$ cat src/rtl/design_select_if.sv
// Pad-side and design-side signal bundle of the multi-project design selector.
// The selector takes the slave view. The harness and the per-design instances
// take the master view.
interface design_select_if #(
  parameter int NUM_DESIGNS = 64,
  parameter int IO_W        = 12
);
  logic [5:0]                  des_sel;
  logic                        sync;
  logic                        hold;
  logic                        user_reset;
  logic [IO_W-1:0]             io_in;
  logic [IO_W-1:0]             io_out;
  logic [IO_W-1:0]             des_io_in;
  logic [NUM_DESIGNS*IO_W-1:0] des_io_out;
  logic [NUM_DESIGNS-1:0]      des_en;
  logic [NUM_DESIGNS-1:0]      des_reset;
  logic [5:0]                  active_des;
  logic                        running;
  logic                        sel_err;

  modport master (
    output des_sel, sync, hold, user_reset, io_in, des_io_out,
    input  io_out, des_io_in, des_en, des_reset, active_des, running, sel_err
  );

  modport slave (
    input  des_sel, sync, hold, user_reset, io_in, des_io_out,
    output io_out, des_io_in, des_en, des_reset, active_des, running, sel_err
  );
endinterface

$ cat src/rtl/design_select.sv
// Chip-side design selector. It synchronizes the harness select pads and
// commits a design number on each sync rising edge. It then holds every design
// in reset for a fixed window before enabling the chosen one. The user IO is
// routed to and from that design only.
module design_select #(
  parameter int NUM_DESIGNS = 64,
  parameter int IO_W        = 12,
  parameter int SYNC_STAGES = 2,
  parameter int RESET_HOLD  = 4
) (
  input  logic         clock,
  input  logic         reset_n,
  design_select_if.slave bus
);

  localparam int              PAD_W    = 9 + IO_W;
  localparam int              CNT_W    = (RESET_HOLD > 1) ? $clog2(RESET_HOLD) : 1;
  localparam logic [CNT_W-1:0] CNT_LOAD = CNT_W'(RESET_HOLD - 1);
  localparam logic [6:0]      LIMIT    = 7'(NUM_DESIGNS);

  typedef enum logic [1:0] {IDLE, SWITCH, RUN} state_t;

  logic [SYNC_STAGES-1:0][PAD_W-1:0] pipe;
  logic [5:0]       des_sel_s;
  logic             sync_s, hold_s, user_reset_s, sync_q;
  logic [IO_W-1:0]  io_in_s;
  logic             accept;

  state_t           state, state_n;
  logic [CNT_W-1:0] cnt, cnt_n;
  logic [5:0]       active_des, active_des_n;
  logic             sel_err, sel_err_n;

  logic [IO_W-1:0]  slot;
  logic [IO_W-1:0]  io_q;
  logic [IO_W-1:0]  des_io_in_q;

  // The oldest stage of the pipe holds the synchronized (_s) pad values.
  assign {des_sel_s, sync_s, hold_s, user_reset_s, io_in_s} = pipe[SYNC_STAGES-1];
  assign accept = sync_s & ~sync_q & ~hold_s;

  // Pad synchronizers and the sync edge detector. The edge detector keeps
  // tracking under hold, so an edge seen while hold is high is dropped.
  always_ff @(posedge clock or negedge reset_n) begin
    if (!reset_n) begin
      pipe   <= '0;
      sync_q <= 1'b0;
    end else begin
      // NOTE: sequential state uses non-blocking assignments, so every flop samples pre-edge values.
      pipe   <= {pipe[SYNC_STAGES-2:0],
                 {bus.des_sel, bus.sync, bus.hold, bus.user_reset, bus.io_in}};
      sync_q <= sync_s;
    end
  end

  // State register for the selector FSM and its committed selection.
  always_ff @(posedge clock or negedge reset_n) begin
    if (!reset_n) begin
      state      <= IDLE;
      cnt        <= '0;
      active_des <= '0;
      sel_err    <= 1'b0;
    end else begin
      state      <= state_n;
      cnt        <= cnt_n;
      active_des <= active_des_n;
      sel_err    <= sel_err_n;
    end
  end

  // Next state. An accepted sync edge overrides whatever state is current.
  always_comb begin
    // NOTE: defaults first, so every path assigns every output and no latch is inferred.
    state_n      = state;
    cnt_n        = cnt;
    active_des_n = active_des;
    sel_err_n    = sel_err;
    if (accept) begin
      active_des_n = des_sel_s;
      if ({1'b0, des_sel_s} < LIMIT) begin
        sel_err_n = 1'b0;
        state_n   = SWITCH;
        cnt_n     = CNT_LOAD;
      end else begin
        sel_err_n = 1'b1;
        state_n   = IDLE;
        cnt_n     = '0;
      end
    end else if (state == SWITCH) begin
      if (cnt == '0) state_n = RUN;
      else           cnt_n   = cnt - 1'b1;
    end
  end

  // Output slice of the committed design.
  always_comb begin
    slot = '0;
    for (int k = 0; k < NUM_DESIGNS; k++) begin
      if (active_des == 6'(k)) slot = bus.des_io_out[k*IO_W +: IO_W];
    end
  end

  // IO registers. Both freeze while hold is high. io_q clears outside RUN.
  always_ff @(posedge clock or negedge reset_n) begin
    if (!reset_n) begin
      io_q        <= '0;
      des_io_in_q <= '0;
    end else if (!hold_s) begin
      io_q        <= (state == RUN) ? slot : '0;
      des_io_in_q <= io_in_s;
    end
  end

  // Per-design enables and resets. These are decoded from the state so that
  // an asynchronous reset reaches them without a clock edge.
  always_comb begin
    bus.des_en    = '0;
    bus.des_reset = '1;
    bus.io_out    = '0;
    bus.running   = 1'b0;
    if (state == RUN) begin
      bus.running = 1'b1;
      bus.io_out  = io_q;
      for (int k = 0; k < NUM_DESIGNS; k++) begin
        if (active_des == 6'(k)) begin
          bus.des_en[k]    = 1'b1;
          bus.des_reset[k] = user_reset_s;
        end
      end
    end
  end

  assign bus.des_io_in  = des_io_in_q;
  assign bus.active_des = active_des;
  assign bus.sel_err    = sel_err;

endmodule

$ cat src/flat_wrapper.sv
// flat-port wrapper written by rule: the top's interface ports become plain ports
module design_select_flat 
#(
  parameter int NUM_DESIGNS = 64,
  parameter int IO_W        = 12,
  parameter int SYNC_STAGES = 2,
  parameter int RESET_HOLD  = 4
)
  (clock, reset_n, bus_des_sel, bus_sync, bus_hold, bus_user_reset, bus_io_in, bus_des_io_out, bus_io_out, bus_des_io_in, bus_des_en, bus_des_reset, bus_active_des, bus_running, bus_sel_err);
  design_select_if #(.NUM_DESIGNS(NUM_DESIGNS), .IO_W(IO_W)) bus_i ();
  input  logic clock;
  input  logic reset_n;
  input wire logic [$bits(bus_i.des_sel)-1:0] bus_des_sel;
  input wire logic [$bits(bus_i.sync)-1:0] bus_sync;
  input wire logic [$bits(bus_i.hold)-1:0] bus_hold;
  input wire logic [$bits(bus_i.user_reset)-1:0] bus_user_reset;
  input wire logic [$bits(bus_i.io_in)-1:0] bus_io_in;
  input wire logic [$bits(bus_i.des_io_out)-1:0] bus_des_io_out;
  output wire logic [$bits(bus_i.io_out)-1:0] bus_io_out;
  output wire logic [$bits(bus_i.des_io_in)-1:0] bus_des_io_in;
  output wire logic [$bits(bus_i.des_en)-1:0] bus_des_en;
  output wire logic [$bits(bus_i.des_reset)-1:0] bus_des_reset;
  output wire logic [$bits(bus_i.active_des)-1:0] bus_active_des;
  output wire logic [$bits(bus_i.running)-1:0] bus_running;
  output wire logic [$bits(bus_i.sel_err)-1:0] bus_sel_err;
  assign bus_i.des_sel = bus_des_sel;
  assign bus_i.sync = bus_sync;
  assign bus_i.hold = bus_hold;
  assign bus_i.user_reset = bus_user_reset;
  assign bus_i.io_in = bus_io_in;
  assign bus_i.des_io_out = bus_des_io_out;
  assign bus_io_out = bus_i.io_out;
  assign bus_des_io_in = bus_i.des_io_in;
  assign bus_des_en = bus_i.des_en;
  assign bus_des_reset = bus_i.des_reset;
  assign bus_active_des = bus_i.active_des;
  assign bus_running = bus_i.running;
  assign bus_sel_err = bus_i.sel_err;
  design_select #(.NUM_DESIGNS(NUM_DESIGNS), .IO_W(IO_W), .SYNC_STAGES(SYNC_STAGES), .RESET_HOLD(RESET_HOLD)) u_core (.clock(clock), .reset_n(reset_n), .bus(bus_i));
endmodule
$ cat config.mk
export PLATFORM = sky130hd
export DESIGN_NAME = design_select_flat
export DESIGN_NICKNAME = d
export VERILOG_FILES = /design/src/rtl/design_select_if.sv /design/src/rtl/design_select.sv /design/src/flat_wrapper.sv
export SDC_FILE = /design/constraint.sdc
export NUM_CORES = 1
export LEC_CHECK = 0
export CORE_AREA = 5 5 362 364
export DETAILED_ROUTE_END_ITERATION = 8
export DIE_AREA = 0 0 367 369
export SYNTH_ARGS = -nofsm -noshare
export SYNTH_HDL_FRONTEND = slang
export SYNTH_SLANG_ARGS = --single-unit
$ cat constraint.sdc
create_clock -name clock -period 2.9 [get_ports clock]
set_input_delay 0.58 -clock clock [delete_from_list [all_inputs] [get_ports clock]]
set_output_delay 0.58 -clock clock [all_outputs]
set_load 0.01 [all_outputs]
==> results of run 1 <==
## where the power goes
part           leakage [nW]  switching (mW)  internal, mW
Sequential            0.918           0.180          1.22
Combinational          11.6            4.24          3.95
Clock                 0.153           0.577         0.682
## cell type report
| class | count | area (µm²) |
|---|---|---|
| diodes | 48 | 120 |
| clock buffers | 9 | 225 |
| clock inverters | 7 | 81.3 |
| fillers | 13900 | 95400 |
| inverters | 8 | 33.8 |
| multi-input cells | 1229 | 9920 |
| flip-flops and latches | 77 | 1930 |
| well taps | 1662 | 2080 |
| repair buffers | 1733 | 17200 |
## per-stage QoR
| stage | TNS (ps) | hold slack, ps | instances |
|---|---|---|---|
| global placement | -15160 | 335 | 4526 |
| CTS | -3650 | 121 | 4663 |
| floorplan | 0 | 284 | 1442 |
| detailed placement | -13770 | 336 | 4527 |
| finish | -2670 | 129 | 4773 |
| global route | -3570 | 134 | 4744 |
## flip-flops by register name (all words and copies together), names as in the netlist
| register | cells |
|---|---|
| u_core.hold_s | 1 |
| u_core.io_q | 12 |
| u_core.state | 2 |
| u_core.io_in_s | 12 |
| u_core.bus.active_des | 6 |
| u_core.pipe | 23 |
| u_core.sync_q | 1 |
| u_core.cnt | 2 |
| u_core.des_sel_s | 6 |
| u_core.bus.des_io_in | 12 |
## metal layers
metal  GRT usage  wire length, µm  up-vias
met5           0              428        -
met4      0.0729             6380       68
met3      0.0840            17500      282
met2       0.447            89300     1336
met1       0.321            75600    10800
li1            -                -     9015
## final timing paths
kind,from,to,depth (start not counted)
max reg2reg,u_core.bus.active_des[0]$_DFFE_PN0P_,u_core.io_q[8]$_DFFE_PN0N_,11
max,u_core.bus.active_des[0]$_DFFE_PN0P_,u_core.io_q[8]$_DFFE_PN0N_,11
min reg2reg,u_core.pipe[16]$_DFF_PN0_,u_core.des_sel_s[1]$_DFF_PN0_,0
min in group clock,u_core.pipe[16]$_DFF_PN0_,u_core.des_sel_s[1]$_DFF_PN0_,0
max in group asynchronous,reset_n,u_core.bus.active_des[4]$_DFFE_PN0P_,2
min,reset_n,u_core.pipe[11]$_DFF_PN0_,1
## logic make-up (layout without fill, tap and decap cells)
logic type	Yosys count	in the layout
flip-flops	77	77
buffers and inverters	136	1757
XOR/XNOR	1	1
multiplexers	19	19
AND/OR/NAND/NOR	641	641
AO/OA/AOI/OAI	566	566
other	1	49
adder cells (fa/ha/maj)	1	1
## synth_stat cells (8+ instances only)
cell type / number / area [µm²]
and2_1: 16 / 100
buf_4: 12 / 90.1
clkbuf_1: 51 / 191
o21a_1: 10 / 75.1
a2111oi_0: 21 / 184
buf_6: 16 / 180
nand2b_1: 9 / 56.3
a222oi_1: 15 / 150
a22o_1: 12 / 105
dfrtp_1: 77 / 1930
a31oi_1: 8 / 50.1
nand3_1: 57 / 285
a22oi_1: 108 / 811
buf_2: 45 / 225
nand2_1: 172 / 646
a21oi_1: 80 / 400
a211oi_1: 12 / 90.1
nand4_1: 27 / 169
o21ai_0: 95 / 475
mux2_2: 16 / 180
a211o_1: 13 / 114
or3_1: 11 / 68.8
a221o_1: 18 / 180
o221ai_1: 15 / 131
and3_1: 60 / 375
inv_1: 8 / 30.0
o211ai_1: 16 / 120
a221oi_1: 58 / 508
nor2_2: 16 / 100
nor3_1: 36 / 180
nor2_1: 157 / 589
o22ai_1: 17 / 106
## repair_timing
| action | 4_1_cts | 5_1_grt |
|---|---|---|
| setup endpoints to repair | 139 | 87 |
| resized for setup | 632 | 235 |
| cloned | 2 | 4 |
| setup buffers | 120 | 69 |
| pin swaps | 70 | 107 |
| endpoints found under the hold margin | 0 | 0 |
==> results.txt, run 1 <==
Root Driver: clkbuf_16
area of the die: 135000 µm²
layout cells sized above 1: 0.407
Buffers & Inverters on Critical Path: 5
register area share after synthesis: 0.185
Seq cells post-synth: 77
DR pass1 iterations: 7
crit path max fanout: 9
outcome: finished, violations left
chip height: 369 µm
Worst R2R Setup Slack: -260 ps
global-route wire length before repair: 236 mm
maximum vdd ir drop: 0.000296 V
CP Data Required Time: 3150 ps
I/O Buffers: 949
Net count, final: 3850
critical path's slowest cell: a222oi_1
grt ovf: 0
P&R area growth vs syn: 204%
GRT Total Usage: 0.263
post-synthesis adder-cell area fraction: 0.00120
final hold vios: 0
Critical Path AT: 3400 ps
failing checks: negative setup slack
DRT iter0 DRCs: 2148
ys flop type: dfrtp_1
clk_lat worst skew: 370 ps
ANT nets after route: 0
count of flip-flops with a built-in enable after synthesis: 0
fin util: 0.249
Synth Cell Area: 10400 µm²
H-tree depth: 3
Avg Synthesized Cell Area: 7.22 µm²
critical-path cell list: clkbuf_16 > buf_4 > nand4b_4 > nor2_4 > buf_12 > a222oi_1 > buf_4 > o2111ai_4 > a211oi_4 > buf_6 > o21ai_1
via density per instance: 4.50
mux share of post-synthesis cell area: 0.0202
Placed Area: 26900 µm²
post-route setup slack: -257 ps
WS Path Type: flop to flop
Max Root-Sink Buffers: 2
largest net degree at the start of global routing: 60
XOR/XNOR Fraction of Synth Area: 0.000841
number of remaining DRC errors: 0
clock slew at reported path FFs: 80 ps
std cell rows: 131
Die Span X: 367 µm
RSZ-0062 raised after global routing: true
Routed WL per cell: 39.6 µm
Leak Pwr: 12.7 nW
Hold Path Class: primary input to asynchronous set/reset pin
CP max stage delay: 630 ps
Distinct cells, synth: 99
largest family of logic cells by synthesized area: compound AO/OA/AOI/OAI gates
CTS tree: yes
Pwr Density: 343 nW/µm²
Final Instance Area: 31600 µm²
Setup WS pre-CTS: -1180 ps
Max-Cap Viols: 0
Slew HR: 0.470
Synth Area in Simple Gates: 0.326
Startpoint Class: flop
CP most frequent cell: buf_4
Post-CTS Hold Buffers: 0
via count: 21500
final max-slew violation count: 0
clock sinks: 77
total number of yosys warnings: 0
fin crit share: 1.09
initial antenna violation count: 107
Top Ports: 951
vias in the first global route: 21800
routability congestion estimate: 1.01
count of final setup violators: 27
delay-heaviest family, CP: compound AO/OA/AOI/OAI gates
Synth Instances: 1442
Final min period: 3160 ps
Synth Area in Compound Gates: 0.396
post-DP HPWL: 166 mm
clk_skew: 12.6 ps
total CTS buffers: 9
post-synth net total: 2234
core box area: 127000 µm²
Post-synth ARST share: 1.00
CP Capture Type: flop
Starting Density: 0.0819
leading cell type in the layout, fill and taps excluded: clkdlybuf4s50_1
Worst Tran Pin Value: 788 ps
Peak Freq: 0.317 GHz
WL final: 189 mm
total power: 10.9 mW
most frequent cells in the layout: clkdlybuf4s50_1, buf_4, nand2_1, buf_6, buf_12
Note: power is estimated with default switching activity, not from simulation.
==> run 2: changes to the inputs <==
- PLACE_DENSITY: unset -> 0.34
==> results.txt, run 2 (same netlist as run 1, synthesis figures left out) <==
fillers: 13900 (about the same)
leading cell type in the layout, fill and taps excluded: clkdlybuf4s50_1 (unchanged)
clk_lat worst skew: 430 ps (was 370 ps)
met2 WL: 88.9 mm (was 89.3 mm)
clk_skew: 31.0 ps (was 12.6 ps)
number of remaining DRC errors: 0 (unchanged)
crit path max fanout: 8 (was 9)
met3 wire length: 12.8 mm (was 17.5 mm)
post-route setup slack: -456 ps (was -257 ps)
routability congestion estimate: 0.914 (was 1.01)
RSZ-0062 raised after global routing: true (unchanged)
grt ovf: 0 (unchanged)
Final min period: 3360 ps (was 3160 ps)
Peak Freq: 0.298 GHz (was 0.317 GHz)
Internal Pwr Total: 6.12 mW (was 5.86 mW)
global-route wire length before repair: 227 mm (was 236 mm)
count of final setup violators: 79 (was 27)
Setup crit start: u_core.bus.active_des[3]$_DFFE_PN0P_ (was u_core.bus.active_des[0]$_DFFE_PN0P_)
post-DP HPWL: 155 mm (was 166 mm)
Worst R2R Setup Slack: -460 ps (was -260 ps)
P&R area growth vs syn: 221% (was 204%)
clock slew at reported path FFs: 100 ps (was 80 ps)
DR pass1 iterations: 5 (was 7)
Hold Path Class: primary input to asynchronous set/reset pin (unchanged)
Max Root-Sink Buffers: 2 (unchanged)
GRT Total Usage: 0.253 (was 0.263)
via count: 21000 (was 21500)
Net count, final: 3965 (was 3850)
Inst Count DP: 4530 (was 4527)
Routed WL per cell: 37.1 µm (was 39.6 µm)
max reg flops: 23 (unchanged)
core box area: 127000 µm² (unchanged)
final hold vios: 0 (unchanged)
FF-to-FF path depth: 10 (was 11)
fin cells: 4878 (was 4773)
vias in the first global route: 21600 (was 21800)
Critical Path AT: 3620 ps (was 3400 ps)
clock sinks: 77 (unchanged)
area of the die: 135000 µm² (unchanged)
Root Driver: clkbuf_16 (unchanged)
DRT iter0 DRCs: 1502 (was 2148)
register bank with the most flops: u_core.pipe (unchanged)
H-tree depth: 3 (unchanged)
I/O Buffers: 949 (unchanged)
Die Span X: 367 µm (unchanged)
WS Path Type: flop to flop (unchanged)
Slew HR: 0.470 (about the same)
met1 WL: 74.8 mm (was 75.6 mm)
Starting Density: 0.0819 (unchanged)
most frequent cells in the layout: clkdlybuf4s50_1, buf_4, buf_6 (was clkdlybuf4s50_1, buf_4, nand2_1, buf_6, buf_12)
largest net degree at the start of global routing: 35 (was 60)
Leak Pwr: 13.7 nW (was 12.7 nW)
worst r2r src: u_core.bus.active_des[3]$_DFFE_PN0P_ (was u_core.bus.active_des[0]$_DFFE_PN0P_)
Startpoint Class: flop (unchanged)
Sw Share: 0.462 (was 0.460)
clock power share: 0.116 (about the same)
ANT nets after route: 0 (unchanged)
outcome: finished, violations left (unchanged)
Top Ports: 951 (unchanged)
std cell rows: 131 (unchanged)
initial antenna violation count: 71 (was 107)
fin util: 0.263 (was 0.249)
Setup WS pre-CTS: -1760 ps (was -1180 ps)
crit path to: u_core.io_q[2]$_DFFE_PN0N_ (was u_core.io_q[8]$_DFFE_PN0N_)
CP Capture Type: flop (unchanged)
combinational share of power: 0.760 (was 0.755)
Reg power frac: 0.124 (was 0.129)
total power: 11.4 mW (was 10.9 mW)
layout cells sized above 1: 0.447 (was 0.407)
WL final: 181 mm (was 189 mm)
Placed Area: 26800 µm² (was 26900 µm²)
Final Hold Slack: 173 ps (was 129 ps)
Final Instance Area: 33400 µm² (was 31600 µm²)
Net Sw Power: 5.25 mW (was 4.99 mW)
chip height: 369 µm (unchanged)
maximum vdd ir drop: 0.000365 V (was 0.000296 V)
failing checks: negative setup slack (unchanged)
Setup TNS Final: -10870 ps (was -2670 ps)
via density per instance: 4.30 (was 4.50)
Worst Tran Pin Value: 795 ps (was 788 ps)
CTS tree: yes (unchanged)
Pwr Density: 341 nW/µm² (was 343 nW/µm²)
final max-slew violation count: 0 (unchanged)
fin crit share: 1.16 (was 1.09)
CP Data Required Time: 3170 ps (was 3150 ps)
reg2reg end: u_core.io_q[2]$_DFFE_PN0N_ (was u_core.io_q[8]$_DFFE_PN0N_)
Top Layer Used: met5 (unchanged)
total CTS buffers: 9 (unchanged)
Max-Cap Viols: 0 (unchanged)
==> run 2: cell count changes in the layout (fill, tap and decap cells not counted), moves of 8 or more <==
cell / before / now
nand2_4: 17 / 39
diode_2: 48 / 39
buf_8: 14 / 38
nor2_1: 89 / 75
nor2_4: 59 / 77
nand2_1: 131 / 107
buf_6: 131 / 257
buf_4: 575 / 551
buf_2: 13 / 32
dlygate4sd2_1: 31 / 15
dlymetal6s2s_1: 11 / 3
==> run 2: how the worst min path moves through the flow <==
stage                                        start                                    to  slack, ps  depth (start not counted)
final                                      reset_n           u_core.io_in_s[1]$_DFF_PN0_        170                          1
after global placement    u_core.pipe[9]$_DFF_PN0_           u_core.io_in_s[9]$_DFF_PN0_        340                          0
after global routing                       reset_n              u_core.pipe[1]$_DFF_PN0_        190                          1
after floorplan                            reset_n  u_core.bus.active_des[0]$_DFFE_PN0P_        280                          0
after detailed placement  u_core.pipe[9]$_DFF_PN0_           u_core.io_in_s[9]$_DFF_PN0_        330                          0
after CTS                                  reset_n           u_core.io_in_s[1]$_DFF_PN0_        190                          1
==> run 2: layer usage <==
layer	global-route usage	vias up
li1	-	9261
met1	0.311	10600
met2	0.446	971
met3	0.0633	175
met4	0.0543	38
met5	0	-
==> run 2: critical path, stage by stage, from the launching register on <==
cell       delay, ps
dfrtp_4          560
buf_8            170
and4b_2          270
buf_12           150
and3_4           170
a2111oi_4        380
buf_6            200
o311a_1          160
o211ai_1         270
a221oi_4         620
o31ai_4          220
==> run 2: power groups by stage <==
stage | clock network (mW) | registers, mW | logic, mW
floorplan | 0 | 1.32 | 1.83
global placement | 0 | 1.45 | 6.63
detailed placement | 0 | 1.44 | 6.61
CTS | 1.38 | 1.40 | 7.97
global route | 1.39 | 1.42 | 8.93
finish | 1.32 | 1.41 | 8.64
==> run 2: repair_timing <==
item                       in CTS  in global routing
pin swaps                     101                140
cloned                          2                  3
hold buffers                    0                  0
setup endpoints to repair     146                122
gates resized for setup       844                504
setup buffers                 204                125
==> run 2: final cells by class <==
class	count	area (µm²)	share of cell area
clock buffers	9	225	0.00675
flip-flops and latches	77	1940	0.0581
diodes	39	97.6	0.00292
repair buffers	1848	18600	0.557
inverters	8	30.0	0.000900
multi-input cells	1229	10300	0.310
well taps	1662	2080	0.0623
clock inverters	6	72.6	0.00217
